File: src/rtl/alu_op_sequencer.sv
// alu_op_sequencer: drives an 8-bit two-slice ALU for 8/16-bit commands.
// Wide commands run low byte then high byte with the carry chained.
module alu_op_sequencer #(
  parameter bit CARRY_ACTIVE_LOW = 1'b1
) (
  input  logic        clk,
  input  logic        rst_n,
  input  logic        cmd_valid,
  output logic        cmd_ready,
  input  logic        cmd_mode,
  input  logic [3:0]  cmd_sel,
  input  logic [15:0] cmd_a,
  input  logic [15:0] cmd_b,
  input  logic        cmd_wide,
  input  logic        cmd_cin,
  input  logic        cmd_use_cf,
  output logic        alu_mode,
  output logic [3:0]  alu_sel,
  output logic [7:0]  alu_a,
  output logic [7:0]  alu_b,
  output logic        alu_cin,
  input  logic [7:0]  alu_f,
  input  logic        alu_cout,
  input  logic        alu_zero,
  output logic        rsp_valid,
  input  logic        rsp_ready,
  output logic [15:0] rsp_f,
  output logic        rsp_carry,
  output logic        rsp_zero,
  output logic        carry_flag,
  output logic        zero_flag
);

  // Pin-level value that means "no carry".
  localparam logic CINV = CARRY_ACTIVE_LOW;

  typedef enum logic [1:0] {
    S_IDLE,
    S_LO,
    S_HI,
    S_RESP
  } state_t;

  state_t      r_state;
  logic        r_mode;
  logic [3:0]  r_sel;
  logic [15:0] r_a;
  logic [15:0] r_b;
  logic        r_wide;
  logic [7:0]  r_f_lo;
  logic        r_z_lo;
  logic        r_cmd_ready;
  logic        r_alu_mode;
  logic [3:0]  r_alu_sel;
  logic [7:0]  r_alu_a;
  logic [7:0]  r_alu_b;
  logic        r_alu_cin;
  logic        r_rsp_valid;
  logic [15:0] r_rsp_f;
  logic        r_rsp_carry;
  logic        r_rsp_zero;
  logic        r_carry_flag;
  logic        r_zero_flag;

  logic w_cout;
  logic w_cin_lo;

  // Carry-out normalised to active-high; low-pass carry-in selection.
  assign w_cout   = alu_cout ^ CINV;
  assign w_cin_lo = cmd_use_cf ? r_carry_flag : cmd_cin;

  // Sequencer FSM; every output is registered and set on state entry.
  always_ff @(posedge clk or negedge rst_n) begin
    if (!rst_n) begin
      r_state      <= S_IDLE;
      r_mode       <= 1'b0;
      r_sel        <= 4'h0;
      r_a          <= 16'h0000;
      r_b          <= 16'h0000;
      r_wide       <= 1'b0;
      r_f_lo       <= 8'h00;
      r_z_lo       <= 1'b0;
      r_cmd_ready  <= 1'b1;
      r_alu_mode   <= 1'b1;
      r_alu_sel    <= 4'h0;
      r_alu_a      <= 8'h00;
      r_alu_b      <= 8'h00;
      r_alu_cin    <= CINV;
      r_rsp_valid  <= 1'b0;
      r_rsp_f      <= 16'h0000;
      r_rsp_carry  <= 1'b0;
      r_rsp_zero   <= 1'b0;
      r_carry_flag <= 1'b0;
      r_zero_flag  <= 1'b0;
    end else begin
      unique case (r_state)
        S_IDLE: begin
          if (cmd_valid) begin
            r_mode      <= cmd_mode;
            r_sel       <= cmd_sel;
            r_a         <= cmd_a;
            r_b         <= cmd_b;
            r_wide      <= cmd_wide;
            r_cmd_ready <= 1'b0;
            r_alu_mode  <= cmd_mode;
            r_alu_sel   <= cmd_sel;
            r_alu_a     <= cmd_a[7:0];
            r_alu_b     <= cmd_b[7:0];
            r_alu_cin   <= w_cin_lo ^ CINV;
            r_state     <= S_LO;
          end
        end
        S_LO: begin
          r_f_lo <= alu_f;
          r_z_lo <= alu_zero;
          if (r_wide) begin
            r_alu_mode <= r_mode;
            r_alu_sel  <= r_sel;
            r_alu_a    <= r_a[15:8];
            r_alu_b    <= r_b[15:8];
            r_alu_cin  <= w_cout ^ CINV;
            r_state    <= S_HI;
          end else begin
            r_rsp_f     <= {8'h00, alu_f};
            r_rsp_carry <= w_cout;
            r_rsp_zero  <= alu_zero;
            r_zero_flag <= alu_zero;
            if (!r_mode) r_carry_flag <= w_cout;
            r_rsp_valid <= 1'b1;
            r_alu_mode  <= 1'b1;
            r_alu_sel   <= 4'h0;
            r_alu_a     <= 8'h00;
            r_alu_b     <= 8'h00;
            r_alu_cin   <= CINV;
            r_state     <= S_RESP;
          end
        end
        S_HI: begin
          r_rsp_f     <= {alu_f, r_f_lo};
          r_rsp_carry <= w_cout;
          r_rsp_zero  <= r_z_lo & alu_zero;
          r_zero_flag <= r_z_lo & alu_zero;
          if (!r_mode) r_carry_flag <= w_cout;
          r_rsp_valid <= 1'b1;
          r_alu_mode  <= 1'b1;
          r_alu_sel   <= 4'h0;
          r_alu_a     <= 8'h00;
          r_alu_b     <= 8'h00;
          r_alu_cin   <= CINV;
          r_state     <= S_RESP;
        end
        S_RESP: begin
          if (rsp_ready) begin
            r_rsp_valid <= 1'b0;
            r_cmd_ready <= 1'b1;
            r_state     <= S_IDLE;
          end
        end
        default: r_state <= S_IDLE;
      endcase
    end
  end

  assign cmd_ready  = r_cmd_ready;
  assign alu_mode   = r_alu_mode;
  assign alu_sel    = r_alu_sel;
  assign alu_a      = r_alu_a;
  assign alu_b      = r_alu_b;
  assign alu_cin    = r_alu_cin;
  assign rsp_valid  = r_rsp_valid;
  assign rsp_f      = r_rsp_f;
  assign rsp_carry  = r_rsp_carry;
  assign rsp_zero   = r_rsp_zero;
  assign carry_flag = r_carry_flag;
  assign zero_flag  = r_zero_flag;

endmodule

File: config.mk
export PLATFORM = sky130hd
export DESIGN_NAME = alu_op_sequencer
export DESIGN_NICKNAME = d
export VERILOG_FILES = /design/src/rtl/alu_op_sequencer.sv
export SDC_FILE = /design/constraint.sdc
export NUM_CORES = 1
export LEC_CHECK = 0
export ABC_AREA = 1
export BUFFER_PORTS_ARGS = -buffer_cell sky130_fd_sc_hd__buf_2
export CAP_MARGIN = 15
export CORE_UTILIZATION = 30
export CTS_CLUSTER_SIZE = 30
export DETAILED_ROUTE_END_ITERATION = 10
export PLACE_DENSITY = 0.58
export SETUP_SLACK_MARGIN = 0.05
export SLEW_MARGIN = 20
export SYNTH_ARGS = -nofsm -noshare
export SYNTH_HDL_FRONTEND = slang
export SYNTH_SLANG_ARGS = --single-unit
export TNS_END_PERCENT = 20
File: constraint.sdc
create_clock -name clk -period 2.3 [get_ports clk]
set_input_delay 0.46 -clock clk [delete_from_list [all_inputs] [get_ports clk]]
set_output_delay 0.46 -clock clk [all_outputs]
set_load 0.02 [all_outputs]
==> flow_results.org, run 1 <==
** Global routing
- The first global-routing pass estimated 13.5 mm of wire.
- Remaining Overflow, GRT :: 0
- The initial antenna violation count was 1.
- Vias in the first global route :: 2797
- Across every metal layer, demand over resource in global routing totals 0.148.
- Maximum number of pins on one net before global-route repair :: 43

** Setup path
- CP max FO :: 24
- Data on the critical path arrives at its endpoint at 1980 ps.
- Element type at the critical path start :: flip-flop
- The setup path with the least slack is of type flip-flop to flip-flop.
- In this run the critical register-to-register path is captured at r_a[14].
- Reg-to-reg slack, setup :: 540 ps
- In this run the critical register-to-register path is launched from r_state[0].
- Kind of end point of the critical path :: flip-flop
- Endpoint required time on the critical path :: 2520 ps
- The number of cells on the worst reg-to-reg path is 4.

** Synth
- A synthesized cell averages 8.92 um2.
- Cell count after synthesis :: 392
- Synthesis inferred 76 register bits.
- Share of synthesized area occupied by flip-flops and latches :: 0.545
- Of the post-synthesis cell area, the dominant cell type holds 0.522.
- The number of nets in the synthesized netlist is 454.
- During synthesis, Yosys emitted a total of 0 warnings.
- Count of unique library cells instantiated by Yosys :: 17
- The cell area that synthesis handed to floorplanning was 3500 um2.
- By area the synthesized netlist is led by sky130_fd_sc_hd__dfrtp_1 52%, sky130_fd_sc_hd__nand2_1 18%, sky130_fd_sc_hd__mux2_2 6.8%.
- Post-synthesis cell type with the largest combined area :: sky130_fd_sc_hd__dfrtp_1

** Layout
- Commonest cells after routing, fill and taps aside :: 165 x sky130_fd_sc_hd__nand2_1, 96 x sky130_fd_sc_hd__buf_2, 73 x sky130_fd_sc_hd__dfrtp_1, 46 x sky130_fd_sc_hd__o21ai_0, 24 x sky130_fd_sc_hd__inv_1
- Of the cells placed in the final design, the portion with a size suffix greater than 1 is 0.303.
- 0 antenna diodes ended up in the layout.
- Non-filler instance count after layout :: 638
- Area growth, synth to finish :: 27.0%
- Leaving out fill and tap cells, the most frequent cell in the layout is sky130_fd_sc_hd__nand2_1.
- Net total in the final layout :: 552
- Summing all non-filler instances in the final layout gives an area of 4440 um2.
- Fill cells in the final layout number 1177.

** Route
- The count of nets left with antenna violations once routing finished came out at 0.
- Vias per cell :: 4.50
- 1st-iter DRT viols :: 105
- The routed layout has 2868 vias.
- Initial DRT Pass Iterations :: 5
- Average detailed-routed wire length per instance :: 13.0 um
- DRC violation count after routing :: 0
- Routed Wire Length :: 8.31 mm

** Place
- Input and output buffers added on the ports amount to 97.
- Placed cells :: 622
- In this run the cell area measured after placement is 4120 um2.
- Final Wtd Congestion :: 0.753
- The wire-length estimate of the detail-placed layout is 5.99 mm.

** Timing
- The final number of max-transition violations was 0.
- Worst-Margin Slew :: 554 ps
- Setup repair after global routing missed its margin :: no
- Highest attainable clock frequency :: 567 MHz
- Period Utilization, post-route :: 0.767
- The count of final hold-check violations came to 0.
- Across the routed clock network, the largest skew measured is 6.43 ps.
- Worst slew margin relative to its limit :: 0.629
- Clock period minus final worst setup slack :: 1760 ps
- In the final timing run, aggregate negative setup slack is 0 ps.
- Setup violation total in the final timing report :: 0

** Power and ir drop
- Total power consumption of the routed design :: 0.00717 W
- Peak supply drop :: 577 uV
- Cell Pwr Density :: 1620 nW/um2
- Leakage power :: 2.32 nW

** Clock tree
- The root buffer cell chosen for the clock tree is sky130_fd_sc_hd__clkbuf_16.
- After clock tree synthesis, the clock-pin slew on the worst setup and hold paths is 60 ps.
- Postcts setup bufs :: 0
- Hold-fix buffer count after cts :: 0
- TritonCTS clock tree :: yes
- Skew-Pair Late Insertion Delay :: 330 ps
- Counting along the longest clock path gives a buffer depth of 2.
- For this design, the sink count on the clock tree is 76.
- The number of clock buffers added by TritonCTS is 9.
- Once the clock tree was built, the resizer swapped 0 gates to a different size.
- The H-tree was split into 3 levels.

** Die
- 98 I/O pins were placed.
- The floorplan step defined a die boundary enclosing 12100 um2.
- Horizontal die dimension :: 110 um
- FP Rows :: 39
- Core box area :: 11400 um2
- Height of the die :: 110 um
- For this configuration, the core starts out at a cell density of 0.308.

** Job
- Maximum Capacitance Violations :: 0

** Hold path
- Type of the tightest min-delay check :: primary input to async pin

** Outcome
- Result of the run :: complete, no violations
[logic make-up after synthesis]
| kind of cell | synth area share |
|---|---|
| and+or+nand+nor | 0.196 |
| DFF | 0.545 |
| AOI/OAI and AO/OA | 0.0948 |
| buffers and inverters | 0.0683 |
| muxes | 0.0676 |
| adders and majority gates | 0.0286 |
[synth_stat cells]
master                       n
sky130_fd_sc_hd__a21oi_1     2
sky130_fd_sc_hd__nand2_2     2
sky130_fd_sc_hd__clkbuf_1    2
sky130_fd_sc_hd__mux2_2     21
sky130_fd_sc_hd__nand2_1   165
sky130_fd_sc_hd__ha_1        8
sky130_fd_sc_hd__dfstp_2     3
sky130_fd_sc_hd__buf_6       7
sky130_fd_sc_hd__buf_2       8
sky130_fd_sc_hd__buf_4       3
sky130_fd_sc_hd__o21ai_4     1
sky130_fd_sc_hd__dfrtp_1    73
sky130_fd_sc_hd__inv_1      24
sky130_fd_sc_hd__nor2_1      6
sky130_fd_sc_hd__nand3_1     6
sky130_fd_sc_hd__o21ai_0    46
sky130_fd_sc_hd__o21ai_1    15
[registers in the layout, summed over array words and instances, names as in the netlist, 2 cells and up]
signal,flops
r_sel,4
r_f_lo,8
alu_sel,4
r_b,8
rsp_f,16
r_a,8
alu_a,8
alu_b,8
r_state,2
[how the worst max path moves through the flow]
| stage | start | to |
|---|---|---|
| 2_1_floorplan | r_state[0] | r_a[11] |
| 4_1_cts | r_state[0] | r_sel[3] |
| 6_report | r_state[0] | r_a[14] |
| 3_3_place_gp | r_state[0] | r_b[9] |
| 5_1_grt | r_state[1] | alu_a[3] |
| 3_5_place_dp | r_state[0] | r_a[14] |
[per-layer routing]
layer	wire length [um]	global-route usage	up-vias
met1	3890	0.186	1342
met4	101	0.0629	0
met2	3820	0.238	77
met3	499	0.0397	8
li1	-	-	1441
met5	0	0	-
[cell type report]
cell class | instances | area [um2] | share of cell area
multi-input cells | 272 | 1350 | 0.305
clock inverters | 6 | 86.3 | 0.0194
clock buffers | 10 | 239 | 0.0538
repair buffers | 107 | 588 | 0.132
flip-flops and latches | 76 | 1910 | 0.429
well taps | 143 | 179 | 0.0403
inverters | 24 | 90.1 | 0.0203
[power by group]
group	internal (W)	switching, W	total (W)	leakage, nW
logic	0.00119	0.00210	0.00329	1.22
clock network	0.000979	0.000551	0.00153	0.159
registers	0.00200	0.000353	0.00236	0.938
total	0.00417	0.00300	0.00717	2.32
[metrics by stage]
| step | setup WS, ps | util | hold WS, ps |
|---|---|---|---|
| 3_5_place_dp | 520 | 0.362 | 458 |
| 2_1_floorplan | 846 | - | 164 |
| 6_report | 536 | 0.391 | 89.5 |
| 4_1_cts | 513 | 0.391 | 100 |
| 3_3_place_gp | 591 | 0.362 | 454 |
| 5_1_grt | 361 | 0.391 | 118 |
[worst max-delay path: stages (launching register included)]
cell and delay, ps:
sky130_fd_sc_hd__dfrtp_1 430, sky130_fd_sc_hd__inv_1 140, sky130_fd_sc_hd__ha_1 250, sky130_fd_sc_hd__nand2_2 430, sky130_fd_sc_hd__mux2_2 400
(Power assumes the default switching activity.)
==> inputs of run 2 (changes only) <==
==> constraint.sdc (replaced) <==
create_clock -name clk -period 1.7 [get_ports clk]
set_input_delay 0.34 -clock clk [delete_from_list [all_inputs] [get_ports clk]]
set_output_delay 0.34 -clock clk [all_outputs]
set_load 0.02 [all_outputs]
==> run 2 against run 1 <==
  * Combinational power is 49% higher
  * Critical path type unchanged
  * Largest cell class unchanged
  * Die area unchanged
  * Final area up 2.5%
==> flow_results.org, run 2 (same netlist as run 1, synthesis figures left out) <==
** Outcome
- The flow ran to the end, and the final reports show no timing, DRC or antenna violations.

** Hold path
- Type of the tightest min-delay check :: primary input to flip-flop
- Cell count of the worst hold path :: 2

** Global routing
- First-pass GRT wire length :: 13.8 mm (+2.6%)
- Maximum number of pins on one net before global-route repair :: 37 (-14%)
- The initial antenna violation count is 0 (-1).
- Vias in the first global route :: 2782 (-0.54%)
- Global-route usage over all layers :: 0.151 (+0.00306)
- Remaining Overflow, GRT :: 0 (unchanged)

** Layout
- Final cell area excluding filler cells :: 4550 um2 (+2.5%)
- Final core occ :: 0.400 (+0.00957)
- The count of antenna diodes in the layout was 0 (unchanged).
- Relative to the synthesized area, the layout overhead comes to 30.1%.
- The area occupied by multi-input gates is 1390 um2 (+3.1%).
- Fill count :: 1155 (-1.9%)
- Net total in the final layout :: 562 (+1.8%)
- Commonest cells after routing, fill and taps aside :: 165 x sky130_fd_sc_hd__nand2_1, 96 x sky130_fd_sc_hd__buf_2, 73 x sky130_fd_sc_hd__dfrtp_1, 45 x sky130_fd_sc_hd__o21ai_0, 23 x sky130_fd_sc_hd__inv_1
- Register area :: 1910 um2 (unchanged)
- The flip-flop count of the largest register after layout was 16 (unchanged).
- Leaving out fill and tap cells, the most frequent cell in the layout is sky130_fd_sc_hd__nand2_1.
- The fraction of layout cells with a size suffix above 1 is 0.319 (+0.0158).

** Timing
- Highest attainable clock frequency :: 610 MHz (+7.6%)
- Clock period minus final worst setup slack :: 1640 ps (-125 ps)
- The post-route fraction of the period consumed by the critical path is 0.964 (+0.197).
- The total setup violations reported at the end of the flow came to 0 (unchanged).
- The final-layout worst hold slack is 225 ps (+135 ps).
- The largest clock skew in the final design was 5.94 ps (-0.488 ps).
- Worst slew margin relative to its limit :: 0.781 (+0.152)
- Worst-Margin Slew :: 328 ps (-226 ps)
- Setup repair after global routing missed its margin :: yes
- The count of final hold-check violations is 0 (unchanged).
- Final Max Tran Viols :: 0 (unchanged)

** Clock tree
- Largest buffer count on any clock path :: 2 (unchanged)
- Clock sink count :: 76 (unchanged)
- The cell sitting at the root of the clock tree is a sky130_fd_sc_hd__clkbuf_16.
- Skew-Pair Late Insertion Delay :: 330 ps (about the same)
- Clock slew at reported path FFs :: 60 ps (about the same)
- Clock buffer count from CTS :: 9 (unchanged)
- The deepest level of the CTS H-tree was 3 (unchanged).
- TritonCTS clock tree :: yes

** Setup path
- Cells along the critical path :: inv_1 -> ha_4 -> nand2_2 -> buf_12 -> mux2_2
- Reg2reg path depth :: 5 (+1)
- The worst setup path is of the flip-flop to flip-flop kind.
- The data arrival time at the worst-slack endpoint came to 1860 ps (-120 ps).
- The count of cell instances traversed by the critical path is 5 (+1).
- Crit path largest cell delay :: 430 ps (about the same)
- Element type at the critical path start :: flip-flop
- CP max FO :: 17 (-29%)
- The buffers plus inverters on the worst setup path is 2 (+1).
- The worst setup path is captured at a flip-flop.
- Top delay family on crit path :: flip-flops
- Endpoint required time on the critical path :: 1920 ps (-600 ps)
- Cell at the slowest stage of the critical path :: sky130_fd_sc_hd__dfrtp_1

** Route
- Routed Wire Length :: 8.59 mm (+3.5%)
- The number of vias per cell after detailed routing is 4.50 (about the same).
- DRC violation count after routing :: 0 (unchanged)
- The antenna violation net count after detailed routing came to 0 (unchanged).
- The number of detailed-route iterations in the first pass is 4 (-1).
- 1st-iter DRT viols :: 122 (+16%)
- Average detailed-routed wire length per instance :: 13.3 um (+1.9%)
- The total via count in the routed design was 2915 (+1.6%).

** Power and ir drop
- The power per unit of standard cell area is 2190 nW/um2 (+35%).
- The leakage power was 2.36 nW (+1.8%).
- Peak supply drop :: 943 uV (+63%)

** Die
- FP Rows :: 39 (unchanged)
- The width of the die came to 110 um (unchanged).
- Effective utilization at floorplan :: 0.308 (unchanged)
- The area of the die was 12100 um2 (unchanged).
- The core box area came to 11400 um2 (unchanged).
- The I/O pin count was 98 (unchanged).
- Height of the die :: 110 um (unchanged)

** Place
- Number of buffer cells added on primary ports :: 97 (unchanged)
- Placed Instance Area :: 4160 um2 (+1.1%)
- The post-DP HPWL came to 6.01 mm (+0.29%).
- The final RePlAce weighted congestion was 0.768 (+2.0%).

** Job
- Maximum Capacitance Violations :: 0 (unchanged)
==> run 2: changes by cell type in the layout (fill, tap and decap cells not counted), moves of 2 or more <==
cell                       delta
sky130_fd_sc_hd__ha_1         -2
sky130_fd_sc_hd__buf_4        +5
sky130_fd_sc_hd__clkinv_4     +2
sky130_fd_sc_hd__buf_12       +2
sky130_fd_sc_hd__ha_4         +2
==> run 2: area by class of cell <==
type	count	share of cell area
inverters	24	0.0198
well taps	143	0.0393
multi-input cells	273	0.306
flip-flops and latches	76	0.419
repair buffers	116	0.151
clock inverters	6	0.0143
clock buffers	10	0.0503
==> run 2: where the power goes <==
part           total (W)  switching [W]  internal (W)
clock network    0.00188       0.000743       0.00114
registers        0.00316       0.000451       0.00271
logic            0.00490        0.00301       0.00189
==> run 2: final timing paths <==
check	from	end	slack, ps
max	r_state[0]	r_b[11]	60
min	alu_cout	carry_flag	220
max reg2reg	r_state[0]	r_b[11]	60
min reg2reg	alu_cin	alu_cin	460
max in group asynchronous	rst_n	cmd_ready	600
min in group asynchronous	rst_n	r_f_lo[3]	460
==> run 2: repair_timing <==
action / 4_1_cts / 5_1_grt
endpoints found under the setup margin: 20 / 53
cloned: 1 / 0
pin swaps: 1 / 2
gates resized for setup: 1 / 6
hold endpoints to repair: 20 / 0
hold buffers: 1 / 0
setup buffers: 0 / 2
==> run 2: through the flow <==
step / TNS, ps / cells / power (W) / worst slack [ps]
finish: 0 / 648 / 0.00994 / 60.7
floorplan: 0 / 392 / 0.00644 / 246
global route: -130 / 648 / 0.0108 / -19.8
detailed placement: -470 / 628 / 0.00779 / -98.1
CTS: -395 / 646 / 0.00979 / -39.9
global placement: 0 / 628 / 0.00768 / 16.6
==> run 2: routing by layer <==
| layer | vias to the layer above | GRT usage | routed length (um) |
|---|---|---|---|
| met1 | 1362 | 0.204 | 4080 |
| met3 | 11 | 0.0516 | 589 |
| met2 | 79 | 0.225 | 3820 |
| met4 | 0 | 0.0486 | 102 |
| met5 | - | 0 | 0 |
| li1 | 1463 | - | - |
==> inputs of run 3 (changes only) <==
==> constraint.sdc (replaced) <==
create_clock -name clk -period 1.7 [get_ports clk]
set_input_delay 0.17 -clock clk [delete_from_list [all_inputs] [get_ports clk]]
set_output_delay 0.17 -clock clk [all_outputs]
set_load 0.02 [all_outputs]
==> run 3 against run 2 <==
  * Core utilization is 0.18 points higher
  * Sequential share of layout area is 0.16 points lower
  * Total power is 0.52% higher
  * Register-to-register slack better by 60 ps
  * Largest power group unchanged
==> flow_results.org, run 3 (same netlist as run 1, synthesis figures left out) <==
** Die
- The width of the die came to 110 um (unchanged).
- The vertical die dimension came to 110 um (unchanged).
- The I/O pin count came to 98 (unchanged).
- Die area :: 12100 um2 (unchanged)
- The effective utilization at floorplan is 0.308 (unchanged).
- Core box area :: 11400 um2 (unchanged)
- FP Rows :: 39 (unchanged)

** Timing
- WHS :: 66.0 ps (-159 ps)
- Setup repair after global routing missed its margin :: yes
- The actual transition at the worst max-transition pin came to 437 ps (+108 ps).
- Worst slew margin relative to its limit :: 0.708 (-0.0734)
- The largest clock skew in the final design was 7.45 ps (+1.50 ps).
- Clock period minus final worst setup slack :: 1580 ps (-58.1 ps)
- Setup violation total in the final timing report :: 0 (unchanged)
- Period Utilization, post-route :: 0.930 (-0.0342)
- Min setup slack post-route :: 119 ps (+58.1 ps)
- The count of final hold-check violations is 0 (unchanged).
- Final Max Tran Viols :: 0 (unchanged)
- Total Neg Setup Slack :: 0 ps (unchanged)
- Highest attainable clock frequency :: 632 MHz (+3.7%)

** Place
- Sum of net half-perimeters after detailed placement :: 6.00 mm (-0.14%)
- Worst slack at placement :: -65.1 ps (+33.1 ps)
- Placed Instance Area :: 4160 um2 (-0.12%)
- The final RePlAce weighted congestion came to 0.780 (+1.5%).
- Number of buffer cells added on primary ports :: 97 (unchanged)

** Global routing
- Global-route usage over all layers :: 0.154 (+0.00313)
- Initial antenna violation count :: 0 (unchanged)
- The global-route wire length before repair came to 14.1 mm (+2.0%).
- Maximum number of pins on one net before global-route repair :: 42 (+14%)
- The global-route congestion overflow total was 0 (unchanged).
- The via count of the first global-routing pass came to 2856 (+2.7%).

** Route
- The number of detailed-route iterations in the first pass came to 4 (unchanged).
- Detail Route Antenna Nets :: 0 (unchanged)
- The number of vias per cell after detailed routing was 4.53 (+0.60%).
- The post-detailed-route DRC marker count is 0 (unchanged).
- Average detailed-routed wire length per instance :: 13.3 um (+0.33%)
- Routed Wire Length :: 8.64 mm (+0.49%)
- 1st-iter DRT viols :: 140 (+15%)
- Via count :: 2937 (+0.75%)

** Layout
- Ratio of cells with drive above 1 in the final layout :: 0.328 (+0.00925)
- The final cell utilization of the core is 0.402 (+0.00176).
- Register area :: 1910 um2 (about the same)
- The final net count is 563 (+0.18%).
- Area of the multi-input gates :: 1410 um2 (+0.90%)
- The flip-flop count of the largest register after layout came to 16 (unchanged).
- Leaving out fill and tap cells, the most frequent cell in the layout is sky130_fd_sc_hd__nand2_1.
- The count of fill cells added during filler insertion is 1181 (+2.3%).
- The final instance area was 4570 um2 (+0.44%).
- Number of inserted diodes :: 0 (unchanged)
- Area growth, synth to finish :: 30.7%
- The library cells used most frequently in the layout, excluding fill and tap cells, are 164 x sky130_fd_sc_hd__nand2_1, 96 x sky130_fd_sc_hd__buf_2, 72 x sky130_fd_sc_hd__dfrtp_1, 42 x sky130_fd_sc_hd__o21ai_0, 23 x sky130_fd_sc_hd__inv_1.

** Job
- The number of violations of the max-capacitance limit is 0 (unchanged).

** Clock tree
- Largest buffer count on any clock path :: 2 (unchanged)
- The clock sink count came to 76 (unchanged).
- Clock slew at reported path FFs :: 60 ps (about the same)
- The deepest level of the CTS H-tree is 3 (unchanged).
- The cell sitting at the root of the clock tree is a sky130_fd_sc_hd__clkbuf_16.
- Skew-Pair Late Insertion Delay :: 330 ps (about the same)
- The clock buffer count from CTS came to 9 (unchanged).
- TritonCTS built the clock tree.

** Setup path
- Element type at the critical path start :: flip-flop
- STA classifies the critical path endpoint as a flip-flop.
- CP max FO :: 20 (+3)
- Reg-to-reg slack, setup :: 120 ps (+60 ps)
- Class of the most critical setup path :: flip-flop to flip-flop
- The data arrival time at the worst-slack endpoint is 1860 ps (about the same).
- The required time of the worst setup path was 1980 ps (+60 ps).

** Power and ir drop
- The worst ir drop on vdd was 1140 uV (+21%).
- The power per unit of standard cell area was 2190 nW/um2 (about the same).
- Leakage power :: 2.35 nW (-0.14%)

** Outcome
- The flow ran to the end, and the final reports show no timing, DRC or antenna violations.

** Hold path
- The path class of the tightest hold or removal check is primary input to flip-flop.
## run 3: path summary, 6_finish.rpt
kind,to,from,depth (start not counted)
max in group asynchronous,alu_mode,rst_n,3
min in group asynchronous,rsp_f[3],rst_n,2
max,alu_b[4],r_state[1],8
min,r_b[14],cmd_b[14],2
max reg2reg,alu_b[4],r_state[1],8
min reg2reg,alu_cin,alu_cin,2
## run 3: timing repair
item,in CTS,in global routing
hold buffers,1,0
endpoints found under the hold margin,23,0
pin swaps,1,1
cloned,1,0
resized for setup,4,18
setup buffers,0,2
endpoints found under the setup margin,36,54
## run 3: area by class of cell
type / count / share of cell area
sequential: 76 / 0.417
multi-input combinational: 273 / 0.308
timing repair buffer: 117 / 0.153
clock buffer: 13 / 0.0591
tap: 143 / 0.0392
inverter: 24 / 0.0197
clock inverter: 3 / 0.00438
## run 3: metal layers
layer  GRT usage  vias to the layer above  part of all wire
met5           0                        -                 0
met4      0.0581                        0             0.014
met3      0.0462                       11             0.075
met2       0.236                      100              0.45
met1       0.204                     1365              0.46
li1            -                     1461                 -
## run 3: worst max-delay path: stages, from the launching register on
cell                      delay (ps)
sky130_fd_sc_hd__dfrtp_1         430
sky130_fd_sc_hd__inv_2           140
sky130_fd_sc_hd__ha_4            190
sky130_fd_sc_hd__buf_4           120
sky130_fd_sc_hd__nand2_2         130
sky130_fd_sc_hd__buf_12          210
sky130_fd_sc_hd__o21ai_1         180
sky130_fd_sc_hd__nand2_1          70
sky130_fd_sc_hd__nand2_1          60
## run 3: power by group
group	switching [W]	total, W	internal (W)
sequential	0.000462	0.00318	0.00271
combinational	0.00305	0.00498	0.00193
clock	0.000728	0.00183	0.00111
## run 3: stage by stage
stage               total power, W  instances
floorplan                  0.00644        392
global placement           0.00768        629
detailed placement         0.00779        629
CTS                        0.00976        647
global route                0.0109        649
finish                     0.00999        649
